### src/rtl/puzzle_pkg.sv
// Shared types and constants for the puzzle input path: move directions,
// arrow scan codes and the direction-to-control-bus one-hot mapping.
package puzzle_pkg;

    typedef enum logic [1:0] {
        MV_UP    = 2'd0,
        MV_DOWN  = 2'd1,
        MV_LEFT  = 2'd2,
        MV_RIGHT = 2'd3
    } move_dir_t;

    localparam logic [7:0] SC_UP    = 8'h75;
    localparam logic [7:0] SC_DOWN  = 8'h72;
    localparam logic [7:0] SC_LEFT  = 8'h6B;
    localparam logic [7:0] SC_RIGHT = 8'h74;

    // Bit order {up,down,left,right} matches drawPuzzle's control bus.
    function automatic logic [3:0] dir_onehot(input move_dir_t dir);
        logic [3:0] oh;
        case (dir)
            MV_UP:    oh = 4'b1000;
            MV_DOWN:  oh = 4'b0100;
            MV_LEFT:  oh = 4'b0010;
            MV_RIGHT: oh = 4'b0001;
            default:  oh = 4'b0000;
        endcase
        return oh;
    endfunction

endpackage

### src/rtl/move_fifo.sv
// First-word-fall-through queue of move directions. The head is read
// combinationally from storage; a push into a full queue only lands with a pop.
import puzzle_pkg::*;

module move_fifo #(
    parameter int DEPTH = 4
) (
    input  logic                       clk,
    input  logic                       reset,
    input  logic                       push,
    input  move_dir_t                  din,
    input  logic                       pop,
    output move_dir_t                  dout,
    output logic                       full,
    output logic                       empty,
    output logic [$clog2(DEPTH):0]     count
);

    localparam int PTR_W = $clog2(DEPTH);
    localparam int CNT_W = PTR_W + 1;

    move_dir_t            mem_r [DEPTH];
    logic [PTR_W-1:0]     wr_ptr_r;
    logic [PTR_W-1:0]     rd_ptr_r;
    logic [CNT_W-1:0]     count_r;
    logic                 wr_en_s;
    logic                 rd_en_s;

    assign empty   = (count_r == CNT_W'(0));
    assign full    = (count_r == CNT_W'(DEPTH));
    assign rd_en_s = pop && !empty;
    assign wr_en_s = push && (!full || rd_en_s);
    assign count   = count_r;
    // Empty head reads as MV_UP so the outputs are defined after reset.
    assign dout    = empty ? MV_UP : mem_r[rd_ptr_r];

    // Storage write; contents need no reset because the head is gated by empty.
    always_ff @(posedge clk) begin
        if (wr_en_s) begin
            mem_r[wr_ptr_r] <= din;
        end
    end

    // Pointers and occupancy; pointers wrap naturally since DEPTH is a power of two.
    always_ff @(posedge clk) begin
        if (!reset) begin
            wr_ptr_r <= PTR_W'(0);
            rd_ptr_r <= PTR_W'(0);
            count_r  <= CNT_W'(0);
        end else begin
            if (wr_en_s) begin
                wr_ptr_r <= wr_ptr_r + PTR_W'(1);
            end
            if (rd_en_s) begin
                rd_ptr_r <= rd_ptr_r + PTR_W'(1);
            end
            case ({wr_en_s, rd_en_s})
                2'b10:   count_r <= count_r + CNT_W'(1);
                2'b01:   count_r <= count_r - CNT_W'(1);
                default: count_r <= count_r;
            endcase
        end
    end

endmodule

### src/rtl/arrow_key_decoder.sv
// Turns the keyboard driver's make/break stream into one move per arrow press,
// suppressing typematic repeat, and queues moves for the puzzle engine.
import puzzle_pkg::*;

module arrow_key_decoder #(
    parameter int         DEPTH      = 4,
    parameter logic [7:0] CODE_UP    = SC_UP,
    parameter logic [7:0] CODE_DOWN  = SC_DOWN,
    parameter logic [7:0] CODE_LEFT  = SC_LEFT,
    parameter logic [7:0] CODE_RIGHT = SC_RIGHT
) (
    input  logic                       clk,
    input  logic                       reset,
    input  logic                       valid,
    input  logic                       makeBreak,
    input  logic [7:0]                 outCode,
    output logic                       move_valid,
    output logic [1:0]                 move_dir,
    output logic [3:0]                 move_onehot,
    input  logic                       move_ready,
    output logic [3:0]                 held,
    output logic                       overflow,
    output logic [$clog2(DEPTH):0]     depth_cnt
);

    logic       valid_q_r;
    logic [3:0] held_r;
    logic       overflow_r;
    logic       event_s;
    logic       hit_s;
    move_dir_t  key_dir_s;
    logic [3:0] key_mask_s;
    logic       push_req_s;
    logic       pop_s;
    logic       full_s;
    logic       empty_s;
    move_dir_t  head_s;

    // A long valid pulse yields a single event on its rising edge.
    assign event_s = valid && !valid_q_r;

    // Classify the scan code; anything that is not an arrow is ignored.
    always_comb begin
        hit_s     = 1'b0;
        key_dir_s = MV_UP;
        if (outCode == CODE_UP) begin
            hit_s     = 1'b1;
            key_dir_s = MV_UP;
        end else if (outCode == CODE_DOWN) begin
            hit_s     = 1'b1;
            key_dir_s = MV_DOWN;
        end else if (outCode == CODE_LEFT) begin
            hit_s     = 1'b1;
            key_dir_s = MV_LEFT;
        end else if (outCode == CODE_RIGHT) begin
            hit_s     = 1'b1;
            key_dir_s = MV_RIGHT;
        end else begin
            hit_s     = 1'b0;
            key_dir_s = MV_UP;
        end
    end

    assign key_mask_s = hit_s ? dir_onehot(key_dir_s) : 4'b0000;
    // A make for an already-held key is typematic repeat and pushes nothing.
    assign push_req_s = event_s && makeBreak && hit_s && ((held_r & key_mask_s) == 4'b0000);
    assign pop_s      = !empty_s && move_ready;

    // Edge-detect history, held-key mask and sticky overflow flag.
    always_ff @(posedge clk) begin
        if (!reset) begin
            valid_q_r  <= 1'b0;
            held_r     <= 4'b0000;
            overflow_r <= 1'b0;
        end else begin
            valid_q_r <= valid;
            if (event_s && hit_s) begin
                held_r <= makeBreak ? (held_r | key_mask_s) : (held_r & ~key_mask_s);
            end else begin
                held_r <= held_r;
            end
            if (push_req_s && full_s && !pop_s) begin
                overflow_r <= 1'b1;
            end else begin
                overflow_r <= overflow_r;
            end
        end
    end

    move_fifo #(
        .DEPTH (DEPTH)
    ) u_fifo (
        .clk   (clk),
        .reset (reset),
        .push  (push_req_s),
        .din   (key_dir_s),
        .pop   (pop_s),
        .dout  (head_s),
        .full  (full_s),
        .empty (empty_s),
        .count (depth_cnt)
    );

    assign move_valid  = !empty_s;
    assign move_dir    = head_s;
    assign move_onehot = move_valid ? dir_onehot(head_s) : 4'b0000;
    assign held        = held_r;
    assign overflow    = overflow_r;

endmodule

### config.mk
export PLATFORM = sky130hd
export DESIGN_NAME = arrow_key_decoder
export DESIGN_NICKNAME = d
export VERILOG_FILES = /design/src/rtl/puzzle_pkg.sv /design/src/rtl/move_fifo.sv /design/src/rtl/arrow_key_decoder.sv
export SDC_FILE = /design/constraint.sdc
export NUM_CORES = 1
export LEC_CHECK = 0
export ABC_CLOCK_PERIOD_IN_PS = 3430
export BUFFER_PORTS_ARGS = -buffer_cell sky130_fd_sc_hd__buf_2
export CAP_MARGIN = 20
export CORE_ASPECT_RATIO = 1.5
export CORE_MARGIN = 2
export CORE_UTILIZATION = 53
export DETAILED_ROUTE_END_ITERATION = 8
export PLACE_DENSITY = 0.85
export SKIP_LAST_GASP = 1
export SLEW_MARGIN = 10
export SYNTH_ARGS = -nofsm -noshare
export SYNTH_HDL_FRONTEND = slang
export SYNTH_SLANG_ARGS = --single-unit
### constraint.sdc
create_clock -name clk -period 3.43 [get_ports clk]
set_input_delay 0.5145 -clock clk [delete_from_list [all_inputs] [get_ports clk]]
set_output_delay 0.5145 -clock clk [all_outputs]
set_load 0.005 [all_outputs]
==> results of run 1 <==
## final cells by class
cell class	instances	area [sq um]	share of cell area
multi-input combinational	93	747	0.498
inverter	5	18.8	0.0125
clock inverter	1	5.00	0.00334
sequential	23	541	0.361
tap	24	30.0	0.0200
timing repair buffer	27	135	0.0902
clock buffer	3	22.5	0.0150
## power by group through the flow
stage | Sequential [mW] | Combinational (mW) | Clock [mW]
CTS | 0.286 | 0.0526 | 0.124
floorplan | 0.292 | 0.0301 | 0
finish | 0.286 | 0.0523 | 0.123
detailed placement | 0.293 | 0.0526 | 0
global route | 0.287 | 0.0574 | 0.132
global placement | 0.292 | 0.0499 | 0
## metal layers
metal / vias to the layer above / track usage / share of wire / wire (um)
li1: 508 / - / - / -
met4: 0 / 0.0644 / 0.015 / 36
met2: 34 / 0.348 / 0.56 / 1370
met5: - / 0 / 0 / 0
met3: 6 / 0.0195 / 0.045 / 109
met1: 509 / 0.189 / 0.38 / 915
## cells in the mapped netlist, types with 2 or more instances
master	instances
ha_1	4
dfxtp_1	15
nor2b_1	4
mux2i_1	5
edfxtp_1	8
nor3_1	5
xnor2_1	3
nand4b_1	2
nand3_1	3
nand4_1	2
nand2b_1	4
inv_1	5
nand2_1	10
mux4_2	2
and2_1	10
nand3b_1	2
nand4bb_1	2
nor2_1	8
and3_1	2
clkbuf_1	2
## cells by family after synthesis
| kind of cell | synth area share |
|---|---|
| buffers and inverters | 0.0200 |
| xor gates and xnor gates | 0.0200 |
| adders and majority gates | 0.0533 |
| muxes | 0.0914 |
| DFF | 0.411 |
| AOI/OAI and AO/OA | 0.0838 |
| and+or+nand+nor | 0.320 |
## worst min-delay path by stage
stage	from	end
floorplan	flip-flop	flip-flop
global placement	flip-flop	flip-flop
detailed placement	flip-flop	flip-flop
CTS	valid	valid_q_r$_SDFF_PN0_
global route	valid	valid_q_r$_SDFF_PN0_
finish	valid	valid_q_r$_SDFF_PN0_
## worst max-delay path: cells and delay by family
family | cells | cell delay (ns)
compound gates | 3 | 0.83
fa+ha+maj | 1 | 0.47
buf+inv | 1 | 0.14
simple gates | 4 | 0.91
## through the flow
stage	cell area, sq um	power, mW	setup WS [ns]	utilization
after floorplan	1310	0.322	0.828	-
after global placement	1470	0.342	0.612	0.614
after detailed placement	1470	0.345	0.514	0.614
after CTS	1500	0.463	0.839	0.626
after global routing	1500	0.476	0.671	0.626
final	1500	0.461	0.811	0.626
==> reports/qor.csv, run 1 <==
metric,value,unit
status,finished clean,
Worst Setup End Kind,flip-flop,
Max Fclk,0.382,GHz
WS Path Type,input port to flip-flop,
ant diodes,0,
CTS Buf Count,3,
clk sink count,23,
power density over cell area,308,nW/um^2
"commonest non-fill, non-tap cell in the layout",buf_2,
Synth area leaders,"dfxtp_1 23%, edfxtp_1 18%, and2_1 4.8%, ha_1 3.8%, mux2i_1 3.8%",
initial core utilization,0.549,
fraction of layout instances using a drive strength above 1,0.276,
Seq cells post-synth,23,
Post-CTS Resized,0,
drt via density,6.01,
setup repair bufs after CTS,0,
fill count,201,
Yosys cell types,45,
Async SR Flop Fraction,0,
Hold WC Path Type,input port to flip-flop,
Final Slew Violations,0,
RSZ-0062 raised after global routing,false,
largest net degree at the start of global routing,23,
Remaining DRCs,0,
slack of the worst reg-to-reg path,0.84,ns
Die ar.,2900,sq um
setup TNS,0,ns
Reg2Reg Launch Point,valid_q_r$_SDFF_PN0_,
final non-filler cell total,176,
placed cell count,172,
die height,65.0,um
Post-Synthesis Cells,123,
Vias,1057,
# port buffers,27,
hold slack final,0.435,ns
critical path startpoint category,input port,
Chip Width,44.7,um
Post-CTS Hold Buffers,0,
initial DRC count,19,
yosys warns,0,
sequential area share after synthesis,0.411,
Setup Skew,0.00580,ns
"commonest non-fill, non-tap cells in the layout","27 x buf_2, 15 x dfxtp_1, 10 x nand2_1, 10 x and2_1",
Post-synth top flop,dfxtp_1,
sw power,110,uW
Final Hold Viols,0,
clock share of power,0.266,
CTS tree,built,
"Setup violations, final",0,
Int Power,351,uW
syn avg cell area,10.7,sq um
"slowest stage cell, crit path",or4bb_1,
Net Sw Frac,0.239,
gpl congestion,0.769,
H-Tree Depth,1,
first-pass GRT wire length,3.97,mm
area delta synth->final,14.1,%
Critical Path RT,3.69,ns
number of synthesized flops with an enable pin,8,
initial antenna violation count,0,
DRT antenna net count,0,
layout net count,171,
hold path depth,2,
clk slew on worst S/H paths,0.13,ns
CORE AREA,2390,sq um
syn nets,141,
R2R cell count,8,
Worst Setup EP,u_fifo.count[2]$_SDFFE_PN0P_,
global route overflow,0,
CP startpoint,outCode[0],
period utilization,0.763,
critical path cell sequence,buf_2 > nor4bb_4 > a311o_1 > a211oi_1 > nor2_1 > fa_1 > or4bb_1 > o211ai_1 > nand4b_1,
drt pass-1 iters,4,
routed len/inst,13.8,um
minimum clock period,2.62,ns
max incr delay on CP,0.52,ns
worst r2r dst,u_fifo.count[2]$_SDFFE_PN0P_,
standby leakage power,0.631,nW
IO Pins,28,
CP Data Arrival Time,2.87,ns
number of global-route vias before repair,973,
sequential group share of total power,0.621,
combinational share of power,0.113,
Worst-Skew Late Latency,0.30,ns
"area leader, netlist",dfxtp_1,
slew of the pin with the lowest slew margin,0.556,ns
total track usage,0.181,
"Max FO, Critical Path",8,
worst vdd ir,221,uV
max capacitance violation total,0,
top cell type's share of synthesized area,0.229,
Clock Path Buffers,2,
Routed WL,2.43,mm
Mapped Area,1310,sq um
# rows,22,
Root Driver,clkbuf_4,
Slew headroom,0.629,
Post-DP HPWL,1.99,mm
Note: power is estimated with default switching activity, not from simulation.
==> run 2, diff against run 1 <==
Settings changed: ABC_CLOCK_PERIOD_IN_PS 3430 to 2530.
Clock period 3.43 ns to 2.53 ns, I/O delays scaled along.
==> reports/qor.csv, run 2 (synthesis gave the netlist of run 1 again) <==
metric,value,unit
status,finished clean,
worst vdd ir,270,uV
total track usage,0.200,
gr busiest metal,met2,
initial DRC count,11,
"commonest non-fill, non-tap cells in the layout","27 x buf_2, 15 x dfxtp_1, 15 x buf_4",
power density over cell area,394,nW/um^2
setup repair bufs after CTS,0,
CP startpoint,valid_q_r$_SDFF_PN0_,
multi-input combinational cell area,752,sq um
Post-CTS Hold Buffers,0,
routed len/inst,13.5,um
H-Tree Depth,1,
IO Pins,28,
"commonest non-fill, non-tap cell in the layout",buf_2,
# port buffers,27,
Remaining DRCs,0,
Worst-Skew Late Latency,0.30,ns
CTS Buf Count,3,
drt pass-1 iters,4,
final instance area,1620,sq um
clk slew on worst S/H paths,0.12,ns
fill count,184,
die height,65.0,um
"Max FO, Critical Path",2,
area of placed instances,1580,sq um
WS Path Type,flip-flop to flip-flop,
"slowest stage cell, crit path",or4bb_1,
Worst Setup EP,u_fifo.count[2]$_SDFFE_PN0P_,
met2 Resource Use GR,0.379,
Max Fclk,0.428,GHz
number of global-route vias before repair,1030,
critical path cell sequence,nand3b_1 > a311o_1 > a211oi_2 > nor2_1 > fa_1 > or4bb_1 > o211ai_1 > nand4b_1,
RSZ-0062 raised after global routing,false,
Die ar.,2900,sq um
clk sink count,23,
standby leakage power,0.703,nW
slack of the worst reg-to-reg path,0.19,ns
Post-CTS Resized,0,
max capacitance violation total,0,
Post-DP HPWL,2.11,mm
layout net count,186,
CTS tree,built,
setup TNS,0,ns
global route overflow,0,
Final Slew Violations,0,
R2R cell count,8,
met1 GRT Util,0.210,
Reg2Reg Launch Point,valid_q_r$_SDFF_PN0_,
Slew headroom,0.635,
"Setup violations, final",0,
area delta synth->final,23.0,%
Worst Setup End Kind,flip-flop,
Chip Width,44.7,um
Routed WL,2.57,mm
first-pass GRT wire length,4.31,mm
# rows,22,
slew of the pin with the lowest slew margin,0.548,ns
Critical Path RT,2.78,ns
Setup Skew,0.00452,ns
gpl congestion,0.780,
period utilization,0.924,
initial core utilization,0.549,
DRT antenna net count,0,
Root Driver,clkbuf_4,
largest net degree at the start of global routing,23,
drt via density,5.69,
worst r2r dst,u_fifo.count[2]$_SDFFE_PN0P_,
Final Hold Viols,0,
total area of sequential cells,541,sq um
max incr delay on CP,0.51,ns
CORE AREA,2390,sq um
CP Data Arrival Time,2.59,ns
Clock Path Buffers,2,
Vias,1087,
critical path startpoint category,flip-flop,
minimum clock period,2.34,ns
fraction of layout instances using a drive strength above 1,0.347,
initial antenna violation count,0,
ant diodes,0,
GR Layer Usage met3,0.0251,
Hold WC Path Type,input port to flip-flop,
run 2: per-stage QoR:
stage	std cells	power (mW)	hold slack (ns)	setup slack (ns)	util
5_1_grt	191	0.669	0.311	0.0152	0.675
6_report	191	0.637	0.302	0.193	0.675
2_1_floorplan	123	0.437	0.473	0.0629	-
3_5_place_dp	187	0.481	0.477	-0.0723	0.661
3_3_place_gp	187	0.477	0.467	-0.00142	0.661
4_1_cts	191	0.643	0.302	0.116	0.673
run 2: critical path, delay by kind of cell (launching register included):
family	cells	cell delay, ns
simple gates	4	0.87
flops	1	0.33
compound gates	3	0.71
fa+ha+maj	1	0.38
run 2: how the worst min path moves through the flow:
stage	from	to	slack [ns]	depth (start not counted)
after floorplan	flip-flop	flip-flop	0.47	2
after global placement	overflow$_SDFFE_PN0P_	overflow$_SDFFE_PN0P_	0.47	2
after detailed placement	overflow$_SDFFE_PN0P_	overflow$_SDFFE_PN0P_	0.48	2
after CTS	valid	valid_q_r$_SDFF_PN0_	0.30	2
after global routing	valid	valid_q_r$_SDFF_PN0_	0.31	2
final	valid	valid_q_r$_SDFF_PN0_	0.30	2
run 2: final cells by class:
class	count	share of cell area
multi-input combinational	93	0.465
sequential	23	0.334
timing repair buffer	42	0.153
tap	24	0.0186
clock buffer	3	0.0139
inverter	5	0.0116
clock inverter	1	0.00310
run 2: where the power goes:
| part | total (mW) | leakage (nW) | switching (mW) | internal, mW |
|---|---|---|---|---|
| logic | 0.0845 | 0.483 | 0.0407 | 0.0438 |
| clock network | 0.165 | 0.0177 | 0.106 | 0.0589 |
| registers | 0.388 | 0.202 | 0.00430 | 0.384 |
| total | 0.637 | 0.703 | 0.151 | 0.486 |
run 2: per-layer routing:
layer  part of all wire  vias to the layer above
met5                  0                        -
met4              0.016                        0
met3              0.039                        6
met2               0.57                       38
met1               0.38                      508
li1                   -                      535
